`src/rtl/pipe_ctrl.sv`:
```
// pipe_ctrl -- valid/ready sequencer for an NSTAGES-deep datapath pipeline.
//
// Tracks one valid bit per stage and produces the per-stage load enables and
// synchronous clears for the datapath registers. Bubbles collapse: an empty
// stage always loads, even while the output is stalled. A small FSM handles
// drain requests, which stop intake, let the pipeline empty and then pulse
// drained for one cycle.
//
// Parameters
//   NSTAGES    number of pipeline stages (2..16)
// Ports
//   clk        clock, all state updates on its rising edge
//   reset      asynchronous, active-high reset
//   in_valid   upstream offers an item to stage 0
//   in_ready   stage 0 accepts this cycle
//   out_valid  last stage holds an item
//   out_ready  downstream consumes the last stage's item
//   flush      discard every in-flight item (highest priority)
//   drain_req  stop intake and empty the pipeline
//   drained    one-cycle pulse when a drain completes
//   en         per-stage load enable
//   clr        per-stage synchronous clear
//   occupancy  number of valid stages
//   stall_cnt  (PIPE_CTRL_PERF_EN only) cycles with out_valid & !out_ready,
//              saturating, cleared by reset and flush
//
// Optional build macro: PIPE_CTRL_PERF_EN adds the stall_cnt port and counter.
//
// state | meaning
// ------+--------------------------------------------------------------
// RUN   | normal operation, items accepted while stage 0 can load
// DRAIN | intake closed, pipeline advances until empty or flushed
// DONE  | drained pulses for this cycle, then back to RUN
module pipe_ctrl #(
  parameter int NSTAGES = 4
) (
  input  logic                         clk,
  input  logic                         reset,
  input  logic                         in_valid,
  output logic                         in_ready,
  output logic                         out_valid,
  input  logic                         out_ready,
  input  logic                         flush,
  input  logic                         drain_req,
  output logic                         drained,
  output logic [NSTAGES-1:0]           en,
  output logic [NSTAGES-1:0]           clr,
  output logic [$clog2(NSTAGES+1)-1:0] occupancy
`ifdef PIPE_CTRL_PERF_EN
  ,
  output logic [31:0]                  stall_cnt
`endif
);

  localparam int OCC_W = $clog2(NSTAGES+1);

  typedef enum logic [1:0] {
    RUN   = 2'd0,
    DRAIN = 2'd1,
    DONE  = 2'd2
  } state_t;

  state_t             state;
  state_t             state_nxt;
  logic [NSTAGES-1:0] v;
  logic [NSTAGES:0]   rdy;
  logic               take;

  // A stage can load if it is empty or everything downstream of it moves.
  always_comb begin
    rdy          = '0;
    rdy[NSTAGES] = out_ready & ~flush;
    for (int i = NSTAGES - 1; i >= 0; i--) begin
      rdy[i] = ~v[i] | rdy[i+1];
    end
  end

  assign en        = reset ? '0 : (rdy[NSTAGES-1:0] & {NSTAGES{~flush}});
  assign clr       = reset ? '1 : {NSTAGES{flush}};
  assign out_valid = v[NSTAGES-1] & ~flush;
  assign take      = in_valid & in_ready;

  always_comb begin
    occupancy = '0;
    for (int i = 0; i < NSTAGES; i++) begin
      occupancy = occupancy + OCC_W'(v[i]);
    end
  end

  always_ff @(posedge clk or posedge reset) begin
    if (reset) begin
      v <= '0;
    end else if (flush) begin
      v <= '0;
    end else begin
      if (en[0]) v[0] <= take;
      for (int i = 1; i < NSTAGES; i++) begin
        if (en[i]) v[i] <= v[i-1];
      end
    end
  end

  // FSM: state register
  always_ff @(posedge clk or posedge reset) begin
    if (reset) state <= RUN;
    else       state <= state_nxt;
  end

  // FSM: next state
  always_comb begin
    state_nxt = state;
    case (state)
      RUN:     if (drain_req) state_nxt = flush ? DONE : DRAIN;
      DRAIN:   if ((occupancy == '0) || flush) state_nxt = DONE;
      DONE:    state_nxt = RUN;
      default: state_nxt = RUN;
    endcase
  end

  // FSM: outputs (state is already RUN while reset is high)
  always_comb begin
    in_ready = ~reset & rdy[0] & (state == RUN) & ~flush;
    drained  = (state == DONE);
  end

`ifdef PIPE_CTRL_PERF_EN
  always_ff @(posedge clk or posedge reset) begin
    if (reset) begin
      stall_cnt <= '0;
    end else if (flush) begin
      stall_cnt <= '0;
    end else if (out_valid && !out_ready && (stall_cnt != '1)) begin
      stall_cnt <= stall_cnt + 32'd1;
    end
  end
`endif

endmodule

```
`config.mk`:
```
export PLATFORM = sky130hd
export DESIGN_NAME = pipe_ctrl
export DESIGN_NICKNAME = d
export VERILOG_FILES = /design/src/rtl/pipe_ctrl.sv
export SDC_FILE = /design/constraint.sdc
export NUM_CORES = 1
export LEC_CHECK = 0
export ABC_AREA = 1
export BUFFER_PORTS_ARGS = -buffer_cell sky130_fd_sc_hd__buf_2
export CAP_MARGIN = 20
export CORE_AREA = 2 2 39 41
export CTS_BUF_LIST = sky130_fd_sc_hd__clkbuf_8 sky130_fd_sc_hd__clkbuf_16
export DETAILED_ROUTE_END_ITERATION = 6
export DIE_AREA = 0 0 41 43
export GPL_TIMING_DRIVEN = 1
export HOLD_SLACK_MARGIN = 0.03
export PLACE_DENSITY = 0.57
export SLEW_MARGIN = 5
export SYNTH_ARGS = -nofsm -noshare
export SYNTH_HDL_FRONTEND = slang
export SYNTH_SLANG_ARGS = --single-unit
```
`constraint.sdc`:
```
create_clock -name clk -period 5.2 [get_ports clk]
set_input_delay 1.56 -clock clk [delete_from_list [all_inputs] [get_ports clk]]
set_output_delay 1.56 -clock clk [all_outputs]
set_load 0.005 [all_outputs]
```
# Yosys cells after proc, flatten, opt, wreduce, memory -nomap -nowiden
# Index checks and enable logic that the tools add are counted.
[word_totals] reg_bits=6 word_cells=48 output_inout_bits=14
[op_classes] reduce_logical=8 bitwise=17 n_eq_ne=4 n_addsub=3 muxes=11
[ops] cell="$mux W4" n=3
[ops] cell="$reduce_bool A2 Y1" n=4
[ops] cell="$and A1 B1 Y1" n=6
[ops] cell="$mux W2" n=3
[ops] cell="$not A1 Y1" n=6
[ops] cell="$and A4 B4 Y4" n=1
[ops] cell="$mux W1" n=4
[ops] cell="$ne A2 B2 Y1 const B" n=2
[ops] cell="$or A1 B1 Y1" n=4
[ops] cell="$pmux W2 S2" n=1
[ops] cell="$add A2 B1 Y3" n=1
[ops] cell="$add A3 B1 Y3" n=1
[ops] cell="$logic_not A3 Y1" n=1
[ops] cell="$add A1 B1 Y2" n=1
[ops] cell="$eq A2 B1 Y1 const B" n=1
[ops] cell="$eq A2 B2 Y1 const B" n=1
[ops] cell="$logic_not A2 Y1" n=1
[ops] cell="$reduce_and A2 Y1" n=1
[ops] cell="$logic_or A1 B1 Y1" n=1

# Depth between registers and ports, before layout
# Gate-level depths: netlist (run 1).
[logic_depth] ltp_word=12 ltp_mapped=9 depth_no_buf=9

# Worst setup path after synthesis (run 1)
# Ideal clock, no wire load.
[synth_timing] path_type="input-to-output" from="input port flush" to="output port clr[1]" stages=3 setup_slack_ps=1671 arrival_ps=1969 required_time_ps=3640 path_cell_list="nor2_4 inv_1 buf_4"
[synth_via] elab_chain_cells=1
[synth_lines] element="start, declared" line="43" rtl="input logic flush,"
[synth_lines] element="$mux W4" line="79" rtl="assign clr = reset ? '1 : {NSTAGES{flush}};"
[synth_lines] element="end, declared" line="47" rtl="output logic [NSTAGES-1:0] clr,"
# Every way passes these cells.

# Final worst setup path (run 1)
[layout_timing] from="input port flush" to="output port in_ready"
[layout_via] elab_chain_cells=9
[layout_lines] element="$not A1 Y1 (*)" line="72, 122"
[layout_lines] element="$and A1 B1 Y1" line="72" rtl="rdy[NSTAGES] = out_ready & ~flush;"
[layout_lines] element="$or A1 B1 Y1 (4 in a row)" line="74" rtl="rdy[i] = ~v[i] | rdy[i+1];"
[layout_lines] element="$and A1 B1 Y1 (2 in a row)" line="122" rtl="in_ready = ~reset & rdy[0] & (state == RUN) & ~flush;"
[layout_lines] element="$and A1 B1 Y1 (*)" line="122"
[layout_lines] element="end, declared" line="40" rtl="output logic in_ready,"
# Mark *: on every way between the ends. The rest lies on a longest branch, timed or not.

==> summary.md, run 1 <==
| Metric | Value |
|---|---|
| Sequential fraction of design power | 0.330 |
| Yosys cell types | 20 |
| PwrDens | 288 nW/um^2 |
| Final setup vio count | 0 |
| Chip Height | 43 um |
| Top cells by area, synth | dfrtp_1, inv_1, ha_1 |
| Pre-CTS setup slack | 1390 ps |
| # Max-Cap Violations | 0 |
| Drt initial violations | 7 |
| Nets | 86 |
| Syn avg cell area | 8.20 um^2 |
| Initial core utilization | 0.332 |
| P&R area growth vs syn | 29.2% |
| Area of the mapped netlist | 459 um^2 |
| Clock power frac | 0.411 |
| Vias per cell | 4.53 |
| Final hold violations | 0 |
| Gate Count Post-Synth | 56 |
| Largest net degree at the start of global routing | 9 |
| Skew-Pair Late Insertion Delay | 220 ps |
| Remaining DRCs | 0 |
| Routed WL per cell | 10.1 um |
| CTS resizes | 0 |
| Critical path launch point type | primary input |
| TNS Setup | 0 ps |
| Antenna fix cells | 0 |
| Routed WL | 923 um |
| Synthesized Nets | 65 |
| Final-layout fill cell count | 153 |
| Final core occ | 0.429 |
| # IOs | 20 |
| Period minus WS final | 3810 ps |
| Die area | 1760 um^2 |
| Clk sinks | 6 |
| CTS tree | built |
| Sequential fraction of the synthesis area | 0.327 |
| GRT Overall Usage | 0.136 |
| Critical Path AT | 2250 ps |
| Data required, critical path | 3640 ps |
| Setup CP Type | primary input to output pin |
| Sw power | 49.9 uW |
| Rows | 14 |
| Cts bufs inserted | 3 |
| Final Cycle Share | 0.733 |
| CTS Buffer Depth | 2 |
| # hold bufs at CTS | 0 |
| Post-DP Area | 552 um^2 |
| Die width | 41 um |
| Layout cells sized above 1 | 0.467 |
| Buffers on Ports | 19 |
| Yosys reg bits | 6 |
| Routed vias | 412 |
| Seq. cell area | 150 um^2 |
| Unrepaired setup endpoints after global routing | false |
| H-tree Lvls | 1 |
| GRT Residual Overflow | 0 |
| Vias in the first global route | 382 |
| Setup crit end kind | output pin |
| Max Fclk | 262 MHz |
| Peak VDD IR | 0.137 mV |
| Final worst setup slack | 1390 ps |
| Clk_skew | 4.58 ps |
| Final Instance Area | 593 um^2 |
| DPL Wire Length | 725 um |
| Multi-input logic area | 226 um^2 |
| Worst-path clk slew | 30 ps |
| Slew HR | 0.815 |
| Fin. max-slew vios | 0 |
| Share of the synthesized area in the top cell type | 0.327 |
| Antenna violations before repair | 0 |
| Pleak | 0.000348 uW |
| Switch share | 0.292 |
| Placer congestion estimate | 0.682 |
| P_int | 121 uW |
| HP Class | flop to flop |
| Detail Route Antenna Nets | 0 |
| CTS Root Cell | clkbuf_8 |
| Status | finished, final reports clean |
| Core ar. | 1380 um^2 |
| Warnings from Yosys | 0 |
| DRT Pass-1 Iters | 4 |
| Logic pwr share | 0.258 |
| Worst Max-Slew Pin Slew | 277 ps |
| Worst-path fanout max | 5 |
| First-pass GRT wire length | 1590 um |
| Final hold slack | 472 ps |
| Largest area contributor in the netlist | dfrtp_1 |
| Post-CTS setup buffer count | 0 |
## registers in the layout, indices dropped and copies added, names as in the netlist
| register | flops |
|---|---|
| v | 4 |
| state | 2 |
## power groups by stage
stage | Sequential (uW) | Clock (uW) | Combinational (uW)
after floorplan | 56.1 | 0 | 30.0
after global placement | 57.1 | 0 | 44.6
after detailed placement | 57.0 | 0 | 44.6
after CTS | 56.4 | 73.2 | 45.1
after global routing | 57.4 | 75.1 | 51.7
final | 56.4 | 70.2 | 44.1
## cell usage in the layout (no fill, tap or decap)
master,instances
nand2_1,2
o21ai_2,2
nor3_2,1
o21ai_0,2
fa_1,1
inv_2,2
dfrtp_1,6
o21ai_1,1
ha_1,2
clkbuf_8,3
a21oi_2,2
nand2_2,2
nor2_4,1
nand4_2,1
buf_2,19
a21boi_2,1
inv_1,14
nand3_1,5
nand2_4,1
nor2_1,4
a21oi_1,3
## metal layers
metal  share of wire  track usage  routed length, um
met5               0            0                  0
met4               0       0.0600                  0
met3            0.11       0.0785                105
met2            0.44        0.172                407
met1            0.44        0.182                410
## worst max-delay path, stage by stage
cell      delay [ps]
buf_2            140
nor2_4           200
nand2_2           90
a21boi_2         140
buf_2            120
## cells in the mapped netlist
| library cell | instances |
|---|---|
| a21boi_2 | 1 |
| a21oi_1 | 3 |
| a21oi_2 | 2 |
| buf_4 | 3 |
| dfrtp_1 | 6 |
| fa_1 | 1 |
| ha_1 | 2 |
| inv_1 | 14 |
| inv_2 | 2 |
| nand2_1 | 2 |
| nand2_2 | 2 |
| nand2_4 | 1 |
| nand3_1 | 5 |
| nand4_2 | 1 |
| nor2_1 | 4 |
| nor2_4 | 1 |
| nor3_2 | 1 |
| o21ai_0 | 2 |
| o21ai_1 | 1 |
| o21ai_2 | 2 |
## layout make-up
type	count	share of cell area
Multi-Input combinational cell	31	0.382
Clock buffer	3	0.0696
Sequential cell	6	0.253
Tap cell	16	0.0338
Inverter	16	0.101
Timing Repair Buffer	19	0.160
## path summary, 6_finish.rpt
kind	end	depth (start not counted)	startpoint	slack, ps
setup / recovery	in_ready	5	flush	1390
hold / removal	state[1]	1	state[1]	470
setup reg to reg	state[0]	9	v[3]	3310
hold reg to reg	state[1]	1	state[1]	470
max in group asynchronous	v[0]	2	reset	3680
min in group asynchronous	v[2]	2	reset	1300
## metrics by stage
stage          total power, uW  cells
2_1_floorplan             86.1     56
3_3_place_gp               102     88
3_5_place_dp               102     88
4_1_cts                    175     91
5_1_grt                    184     91
6_report                   171     91
## kinds of logic after synthesis
kind of cell,after synthesis,synth area share
AOI/OAI and AO/OA,11,0.166
and+or+nand+nor,17,0.229
buffers and inverters,19,0.180
DFF,6,0.327
adders and majority gates,3,0.0981
No activity file was read; power rests on OpenSTA's default activity.
==> run 2, diff against run 1 <==
--- a/config.mk
+++ b/config.mk
@@ -14,7 +14,7 @@
 export DIE_AREA = 0 0 41 43
 export GPL_TIMING_DRIVEN = 1
 export HOLD_SLACK_MARGIN = 0.03
-export PLACE_DENSITY = 0.57
+export PLACE_DENSITY = 0.6
 export SLEW_MARGIN = 5
 export SYNTH_ARGS = -nofsm -noshare
 export SYNTH_HDL_FRONTEND = slang
==> constraint.sdc (replaced) <==
create_clock -name clk -period 3.3 [get_ports clk]
set_input_delay 0.99 -clock clk [delete_from_list [all_inputs] [get_ports clk]]
set_output_delay 0.99 -clock clk [all_outputs]
set_load 0.005 [all_outputs]
==> run 2 against run 1 <==
Clock-buffer cell count stayed put. Power is 56% higher. Combinational power is 58% higher. Clock power is 54% higher. Largest cell class unchanged. Global-route usage is 1.9 points lower. Sequential power is 57% higher. Non-clock buffer count stayed put. Hold slack better by 1.3 ps.
==> summary.md, run 2 (synthesis results as in run 1) <==
| Metric | Value |
|---|---|
| Clk_skew | 3.75 ps |
| Pre-CTS setup slack | 633 ps |
| Most frequent cells in the layout | buf_2, inv_1, dfrtp_1 |
| Post-CTS setup buffer count | 0 |
| Max Fclk | 356 MHz |
| GRT Residual Overflow | 0 |
| Pleak | 0.000348 uW |
| Critical Path AT | 1820 ps |
| First-pass GRT wire length | 1320 um |
| Period minus WS final | 2810 ps |
| P&R area growth vs syn | 29.2% |
| Die width | 41 um |
| Biggest regs | v: 4 flops, state: 2 flops |
| DPL Wire Length | 733 um |
| Slew HR | 0.824 |
| Drt initial violations | 5 |
| CTS Root Cell | clkbuf_8 |
| Antenna fix cells | 0 |
| Remaining DRCs | 0 |
| CTS resizes | 0 |
| Routed WL per cell | 9.60 um |
| Final worst setup slack | 490 ps |
| Placer congestion estimate | 0.680 |
| Nets | 86 |
| Cts bufs inserted | 3 |
| Setup CP Type | flop to output pin |
| # IOs | 20 |
| Vias in the first global route | 343 |
| Fin. max-slew vios | 0 |
| Status | finished, final reports clean |
| Final Instance Count excl. Fillers | 91 |
| Critical path launch point type | flop |
| GRT Overall Usage | 0.117 |
| Layout cells sized above 1 | 0.467 |
| Chip Height | 43 um |
| Routed vias | 400 |
| Final hold violations | 0 |
| Core ar. | 1380 um^2 |
| Worst Max-Slew Pin Slew | 263 ps |
| Initial core utilization | 0.332 |
| Vias per cell | 4.40 |
| Skew-Pair Late Insertion Delay | 220 ps |
| Clk sinks | 6 |
| Final Cycle Share | 0.852 |
| Setup crit end kind | output pin |
| Rows | 14 |
| Dpl cells | 88 |
| Buffers on Ports | 19 |
| TNS Setup | 0 ps |
| Data required, critical path | 2310 ps |
| Most common cell after layout, fill and taps aside | buf_2 |
| Worst-path fanout max | 4 |
| Largest net degree at the start of global routing | 9 |
| PwrDens | 450 nW/um^2 |
| Routed WL | 874 um |
| Unrepaired setup endpoints after global routing | false |
| Final-layout fill cell count | 147 |
| CTS Buffer Depth | 2 |
| Final setup vio count | 0 |
| Final hold slack | 474 ps |
| Max FFs per register | 4 |
| DRT Pass-1 Iters | 4 |
| Peak VDD IR | 0.246 mV |
| CTS tree | built |
| # hold bufs at CTS | 0 |
| Worst-path clk slew | 40 ps |
| Largest Register | v |
| Die area | 1760 um^2 |
| # Max-Cap Violations | 0 |
| Detail Route Antenna Nets | 0 |
| Antenna violations before repair | 0 |
| H-tree Lvls | 1 |
| HP Class | flop to flop |
-- run 2: power by group --
group	total, uW	internal (uW)	leakage [uW]	switching, uW
sequential	88.8	81.8	0.0000784	7.05
combinational	69.7	30.1	0.000248	39.6
clock	108	78.2	0.0000216	30.2
total	267	190	0.000348	76.8
-- run 2: final timing paths --
path / startpoint / end / slack (ps) / cells past startpoint
min: state[1] / state[1] / 470 / 1
max: v[3] / occupancy[1] / 490 / 6
max reg2reg: v[3] / state[0] / 1410 / 9
max in group asynchronous: reset / state[1] / 2360 / 2
min reg2reg: state[1] / state[1] / 470 / 1
min in group asynchronous: reset / v[2] / 730 / 2
-- run 2: final cells by class --
cell class / instances / area (um^2) / share of cell area
inverter: 16 / 60.1 / 0.101
multi-input combinational: 31 / 226 / 0.382
sequential: 6 / 150 / 0.253
tap: 16 / 20.0 / 0.0338
timing repair buffer: 19 / 95.1 / 0.160
clock buffer: 3 / 41.3 / 0.0696
-- run 2: layer usage --
layer | up-vias | wire (um) | global-route usage | part of all wire
met2 | 16 | 399 | 0.163 | 0.46
met1 | 173 | 386 | 0.150 | 0.44
met5 | - | 0 | 0 | 0
met4 | 0 | 14 | 0.0600 | 0.016
li1 | 209 | - | - | -
met3 | 2 | 73 | 0.0471 | 0.084
-- run 2: stage by stage --
step / total power, uW / util / cell area [um^2]
floorplan: 136 / - / 459
global placement: 161 / 0.399 / 552
detailed placement: 161 / 0.399 / 552
CTS: 273 / 0.429 / 593
global route: 285 / 0.429 / 593
finish: 267 / 0.429 / 593
-- run 2: worst max-delay path, cell delays in order (launching register included) --
cell	delay, ps
dfrtp_1	370
inv_1	110
fa_1	490
inv_1	40
ha_1	170
ha_1	280
buf_2	130
